### config.mk
export PLATFORM = sky130hd
export DESIGN_NAME = mul_share_seq
export DESIGN_NICKNAME = d
export VERILOG_FILES = /design/src/rtl/mul_share_seq.sv
export SDC_FILE = /design/constraint.sdc
export NUM_CORES = 1
export LEC_CHECK = 0
export CAP_MARGIN = 10
export CORE_MARGIN = 2
export CORE_UTILIZATION = 41
export CTS_CLUSTER_SIZE = 12
export DETAILED_ROUTE_END_ITERATION = 8
export PLACE_DENSITY_LB_ADDON = 0.25
export SETUP_SLACK_MARGIN = 0.15
export SLEW_MARGIN = 15
export SYNTH_ARGS = -nofsm -noshare
export SYNTH_HDL_FRONTEND = slang
export SYNTH_SLANG_ARGS = --single-unit
### constraint.sdc
create_clock -name clk -period 2.2 [get_ports clk]
set_input_delay 0.33 -clock clk [delete_from_list [all_inputs] [get_ports clk]]
set_output_delay 0.33 -clock clk [all_outputs]
set_load 0.01 [all_outputs]
### src/rtl/mul_share_seq.sv
// mul_share_seq: two-requester round-robin front end feeding one iterative shift-and-add multiplier
module mul_share_seq #(
    parameter int W  = 4,
    parameter int CW = 3
) (
    input  logic           clk,
    input  logic           rst_n,
    input  logic           req0,
    input  logic [W-1:0]   a0,
    input  logic [W-1:0]   b0,
    output logic           ack0,
    input  logic           req1,
    input  logic [W-1:0]   a1,
    input  logic [W-1:0]   b1,
    output logic           ack1,
    output logic           busy,
    output logic           out_valid,
    output logic           out_id,
    output logic [2*W-1:0] product,
    input  logic           out_ready
);
    typedef enum logic [1:0] {IDLE, CALC, DONE} state_t;
    state_t         state_q, state_d;
    logic [W-1:0]   mcand_q, mcand_d, acc_lo_q, acc_lo_d;
    logic [W:0]     acc_hi_q, acc_hi_d, sum;
    logic [CW-1:0]  cnt_q, cnt_d;
    logic           id_q, id_d, rr_last_q, rr_last_d, out_id_q, out_id_d;
    logic [2*W-1:0] product_q, product_d;
    logic           grant0, grant1;
    // on a tie the requester that was not served last wins
    always_comb begin
        grant0 = req0 & (~req1 | rr_last_q);
        grant1 = req1 & (~req0 | ~rr_last_q);
    end
    assign ack0      = (state_q == IDLE) & grant0;
    assign ack1      = (state_q == IDLE) & grant1;
    assign busy      = state_q != IDLE;
    assign out_valid = state_q == DONE;
    assign out_id    = out_id_q;
    assign product   = product_q;
    // accept a pair, run W add/shift iterations on the single adder row, then hold the result
    always_comb begin
        state_d   = state_q;
        mcand_d   = mcand_q;
        acc_hi_d  = acc_hi_q;
        acc_lo_d  = acc_lo_q;
        cnt_d     = cnt_q;
        id_d      = id_q;
        rr_last_d = rr_last_q;
        out_id_d  = out_id_q;
        product_d = product_q;
        sum       = acc_hi_q + (W+1)'(acc_lo_q[0] ? mcand_q : {W{1'b0}});
        case (state_q)
            IDLE: begin
                if (grant0 | grant1) begin
                    mcand_d   = grant1 ? a1 : a0;
                    acc_lo_d  = grant1 ? b1 : b0;
                    acc_hi_d  = '0;
                    cnt_d     = '0;
                    id_d      = grant1;
                    rr_last_d = grant1;
                    state_d   = CALC;
                end
            end
            CALC: begin
                acc_hi_d = {1'b0, sum[W:1]};
                acc_lo_d = {sum[0], acc_lo_q[W-1:1]};
                cnt_d    = cnt_q + 1'b1;
                if (cnt_q == CW'(W-1)) begin
                    state_d   = DONE;
                    product_d = {sum, acc_lo_q[W-1:1]};
                    out_id_d  = id_q;
                end
            end
            DONE:    state_d = out_ready ? IDLE : DONE;
            default: state_d = IDLE;
        endcase
    end
    // state register; reset abandons any operation in flight
    always_ff @(posedge clk or negedge rst_n) begin
        if (!rst_n) begin
            state_q   <= IDLE;
            mcand_q   <= '0;
            acc_hi_q  <= '0;
            acc_lo_q  <= '0;
            cnt_q     <= '0;
            id_q      <= 1'b0;
            rr_last_q <= 1'b1;
            out_id_q  <= 1'b0;
            product_q <= '0;
        end else begin
            state_q   <= state_d;
            mcand_q   <= mcand_d;
            acc_hi_q  <= acc_hi_d;
            acc_lo_q  <= acc_lo_d;
            cnt_q     <= cnt_d;
            id_q      <= id_d;
            rr_last_q <= rr_last_d;
            out_id_q  <= out_id_d;
            product_q <= product_d;
        end
    end
endmodule

* Word-level counts from Yosys, hierarchy flattened
Cells that the tools add are included.
Storage, ports and cells: register bits after elaboration 29, input bits 21, word-level logic and storage cells 46, output and inout bits 13
Cells by class: add/sub/neg operators 2, eq/ne operators 5, muxes and demuxes 13, bitwise logic cells 10, reductions and logical operators 7
Operators with widths (count):
- 4-bit 2-to-1 mux | 4
- 5-bit case mux with 2 select lines | 1
- 4-bit case mux with 2 select lines | 1
- 2-bit AND reduction | 4
- 2-bit 2-to-1 mux | 3
- 2-bit case mux with 3 select lines | 1
- 3-bit case mux with 2 select lines | 1
- 5-bit by 4-bit adder with 5-bit output | 1
- 5-bit 2-to-1 mux | 1
- 1-bit bitwise AND | 4
- 2-bit nonzero test | 2
- 3-bit by 1-bit adder with 3-bit output (second input constant) | 1
- 3-bit by 2-bit equality test with 1-bit output (second input constant) | 1
- 3-bit 2-to-1 mux | 1
- 1-bit inverter | 3
- 1-bit bitwise OR | 3
- 2-bit by 1-bit equality test with 1-bit output (second input constant) | 1
- 2-bit equality test (second input constant) | 1
- 2-bit zero test | 1
- 2-bit by 1-bit != test with 1-bit output (second input constant) | 1
- 2-bit != test (second input constant) | 1

* Depth between registers and ports, before layout
depth after elaboration 6, gate-level depth with buffers 6, gate-level depth less buffers 6

* Worst setup path before layout
OpenSTA, ideal clock, no wires.
kind register -> register, from register acc_lo_q[0], to register product_q[7], in the netlist product[7], cell stages (with the launch flop) 7, buffers on the path 0, arrival 1.524 ns, data required time 2.067 ns, period minus slack after synthesis 1.657 ns, library setup time 0.133 ns, setup slack 0.543 ns, cell sequence dfrtp_1 > and2_1 > ha_1 > fa_1 > a21o_1 > a21oi_1 > o21ai_0
On the way: word-level cells in the longest chain between the ends 2
Ends and longest elaborated chain:
- start: declaration | RTL line 24 | logic [W-1:0] mcand_q, mcand_d, acc_lo_q, acc_lo_d;
- start signal: assignment | RTL line 95 | acc_lo_q <= acc_lo_d;
- 4-bit 2-to-1 mux | RTL line 52 | sum = acc_hi_q + (W+1)'(acc_lo_q[0] ? mcand_q : {W{1'b0}});
- 5-bit by 4-bit adder with 5-bit output | RTL line 52
- end signal: assignment | RTL line 100 | product_q <= product_d;
- end: declaration | RTL line 28 | logic [2*W-1:0] product_q, product_d;
Every way passes these cells. A chain may end at the register's enable or synchronous reset.

* Final worst setup path
from input port req0, to output port ack1
On the way: word-level cells in the longest chain between the ends 4
Ends and longest elaborated chain:
- start: declaration | RTL line 8 | input logic req0,
- 1-bit inverter | RTL line 33 | grant1 = req1 & (~req0 | ~rr_last_q);
- 1-bit bitwise OR | RTL line 33
- 1-bit bitwise AND | RTL line 33
- 1-bit bitwise AND | RTL line 36 | assign ack1 = (state_q == IDLE) & grant1;
- end: declaration | RTL line 15 | output logic ack1,
Every way passes these cells.

==> metrics.cfg <==
[layout]
multi_input_area_um2=692
synthToLayoutAreaGrowth_pct=32.1
drive_above_1_share_pct=20.5
n_antenna_cell=0
num-nets-final=190
fill_cells=305
layout.area.seq_um2=704

[global_route]
grt_pass1_vias=1130
grt-ovfl-total=0
grt_pass1_wl_mm=5.05
grt_usage_pct=15.9
grt_max_degree=29
antenna_found_initial=0

[synth]
synth-seq-cells=28
synth_compound_area_share_pct=15.0
yosysMostFrequentCell=dfrtp_1
synth_xor_area_share_pct=0.602
synth_area_um2=1460
async_flop_share_pct=100
synth_flop_cell=dfrtp_1
yosys.area.top_type=dfrtp_1
yosysSeqAreaShare_pct=48.2
synth_fa_ha_area_share_pct=6.53
synth-simple-area-share_pct=12.8
netlist_instances=121
ys_warn_count=0
netlist.area_leader.share_pct=46.4
syn_area_per_cell_um2=12.0
synthTopCellsByArea=dfrtp_1 46%, mux2_2 5.4%, ha_1 5.2%
synth_common_cells=27 x dfrtp_1, 9 x o21ai_0, 7 x inv_1, 7 x mux2_2
synth_edf_count=0
syn-num-nets=149
synth_top_family_by_area=compound AO/OA/AOI/OAI gates
ys_types=37
muxShareOfSynthArea_pct=12.3

[power]
finalPower_mw=2.59
ir_worst_vdd_v=0.000766
p_leak_nw=0.860
powerDensity_nw_per_um2=1350

[cts]
clkTransAtPathRegs_ns=0.15
cts_tree=yes
cts_hold_buf=0
insertion_delay_ns=0.34
h-tree-depth=1
cts-buffers-inserted=3
cts_sinks=28
cts_buffer_depth=2
root_buffer=clkbuf_4

[run]
drv_cap=0

[setup_path]
critical_path_class=input pin to output port
end_kind=output port
rrSetupSlack_ns=0.39
r2r_end=product[7]$_DFFE_PN0P_
r2r-start=acc_lo_q[0]$_DFFE_PN0P_
start_kind=input pin
crit_path_max_fanout=5
arrival_ns=1.63
reg2reg_depth=6
cp.required_ns=1.87

[die]
fp.coreArea_um2=3360
start_util_pct=43.3
die_y_um=63.6
rows=21
design.die.area_um2=4040
io_pins=34
die_x_um=63.6

[routing]
drc=0
routed_via_density=5.14
first_iter_violations=33
wirelength_mm=2.88
ant_nets=0
wl_per_cell_um=13.9
via_count=1063
dr.pass1.iters=4

[placement]
portBuffers=33
hpwl_mm=2.20
routabilityCongestion=0.752

[sta]
worst_slew_pin_slew_ns=0.451
clock.fmax_mhz=509
slew_headroom_pct=69.9
hold_viol=0
finalCritPeriodShare_pct=89.3
rsz0062_at_grt=false
skew_ns=0.00713
setup_violations=0
final.setup.tns_ns=0
period_minus_slack_ns=1.96
maxSlewViolCount=0

[min_path]
holdCritPathClass=input pin to async pin

[outcome]
status=completed

-- worst max path at each step --
| stage | startpoint | to | cells after the start |
|---|---|---|---|
| 2_1_floorplan | acc_lo_q[0]$_DFFE_PN0P_ | product[7]$_DFFE_PN0P_ | 6 |
| 3_3_place_gp | req1 | ack0 | 5 |
| 3_5_place_dp | req1 | ack0 | 5 |
| 4_1_cts | state_q[0]$_DFFE_PN0P_ | busy | 3 |
| 5_1_grt | state_q[0]$_DFFE_PN0P_ | ack1 | 3 |
| 6_report | req0 | ack1 | 4 |
-- registers in the layout (all words and copies together) (netlist names) --
register and cells:
product 8, acc_hi_q 4, acc_lo_q 4, mcand_q 4
cnt_q 3, state_q 2, id_q 1, out_id 1
rr_last_q 1
-- layout make-up --
class | instances | area share [%]
Clock buffer | 3 | 1.17
Inverter | 7 | 1.37
Sequential cell | 28 | 36.7
Clock inverter | 1 | 1.56
Timing Repair Buffer | 41 | 20.2
Tap cell | 46 | 2.99
Multi-Input combinational cell | 81 | 36.0
-- cells by family after synthesis --
logic type | Yosys count
fa+ha+maj | 7
buf+inv | 12
compound gates | 29
xor+xnor | 1
mux | 15
simple gates | 29
flops | 28
-- metal layers --
layer  wire length, um  GRT usage, %
met2              1450          25.5
met1              1230          20.4
met4                29          5.43
met3               171          4.64
met5                 0             0
-- per-stage QoR --
step | hold WS, ns | cells | area [um2] | setup WS [ns] | util, %
6_report | 0.342 | 207 | 1920 | 0.236 | 57.1
5_1_grt | 0.344 | 207 | 1920 | 0.165 | 57.1
4_1_cts | 0.344 | 204 | 1900 | 0.184 | 56.4
3_5_place_dp | 0.474 | 199 | 1830 | 0.169 | 54.5
3_3_place_gp | 0.463 | 199 | 1830 | 0.230 | 54.5
2_1_floorplan | 0.0344 | 121 | 1460 | 0.543 | -
-- power by group --
part	internal, mW	switching, mW	total, mW
registers	0.773	0.157	0.929
clock network	0.185	0.154	0.339
logic	0.709	0.614	1.32
-- what timing repair did --
item / in CTS / in global routing
pin swaps: 0 / 0
buffers inserted: 1 / 3
setup endpoints to repair: 3 / 2
cloned: 0 / 0
resized for setup: 3 / 1
-- cells in the final DEF, fill, tap and decap left out, types with 2 or more instances in the layout --
master,instances
dfrtp_1,25
o31ai_1,2
dfrtp_2,2
a22o_1,2
buf_4,8
nor2_1,2
mux2_2,7
nand2b_1,3
and2_1,5
a221oi_2,4
nand2_1,6
a21oi_1,4
clkdlybuf4s50_1,32
mux2i_1,4
nor3b_1,4
clkbuf_4,3
mux2_4,4
inv_1,7
o21ai_0,9
ha_1,6
o2bb2ai_1,3
-- critical path: stages --
cell,delay (ns)
clkdlybuf4s50_1,0.48
a21boi_2,0.16
and2_1,0.13
clkdlybuf4s50_1,0.53
Power figures use the tool's default switching activity.
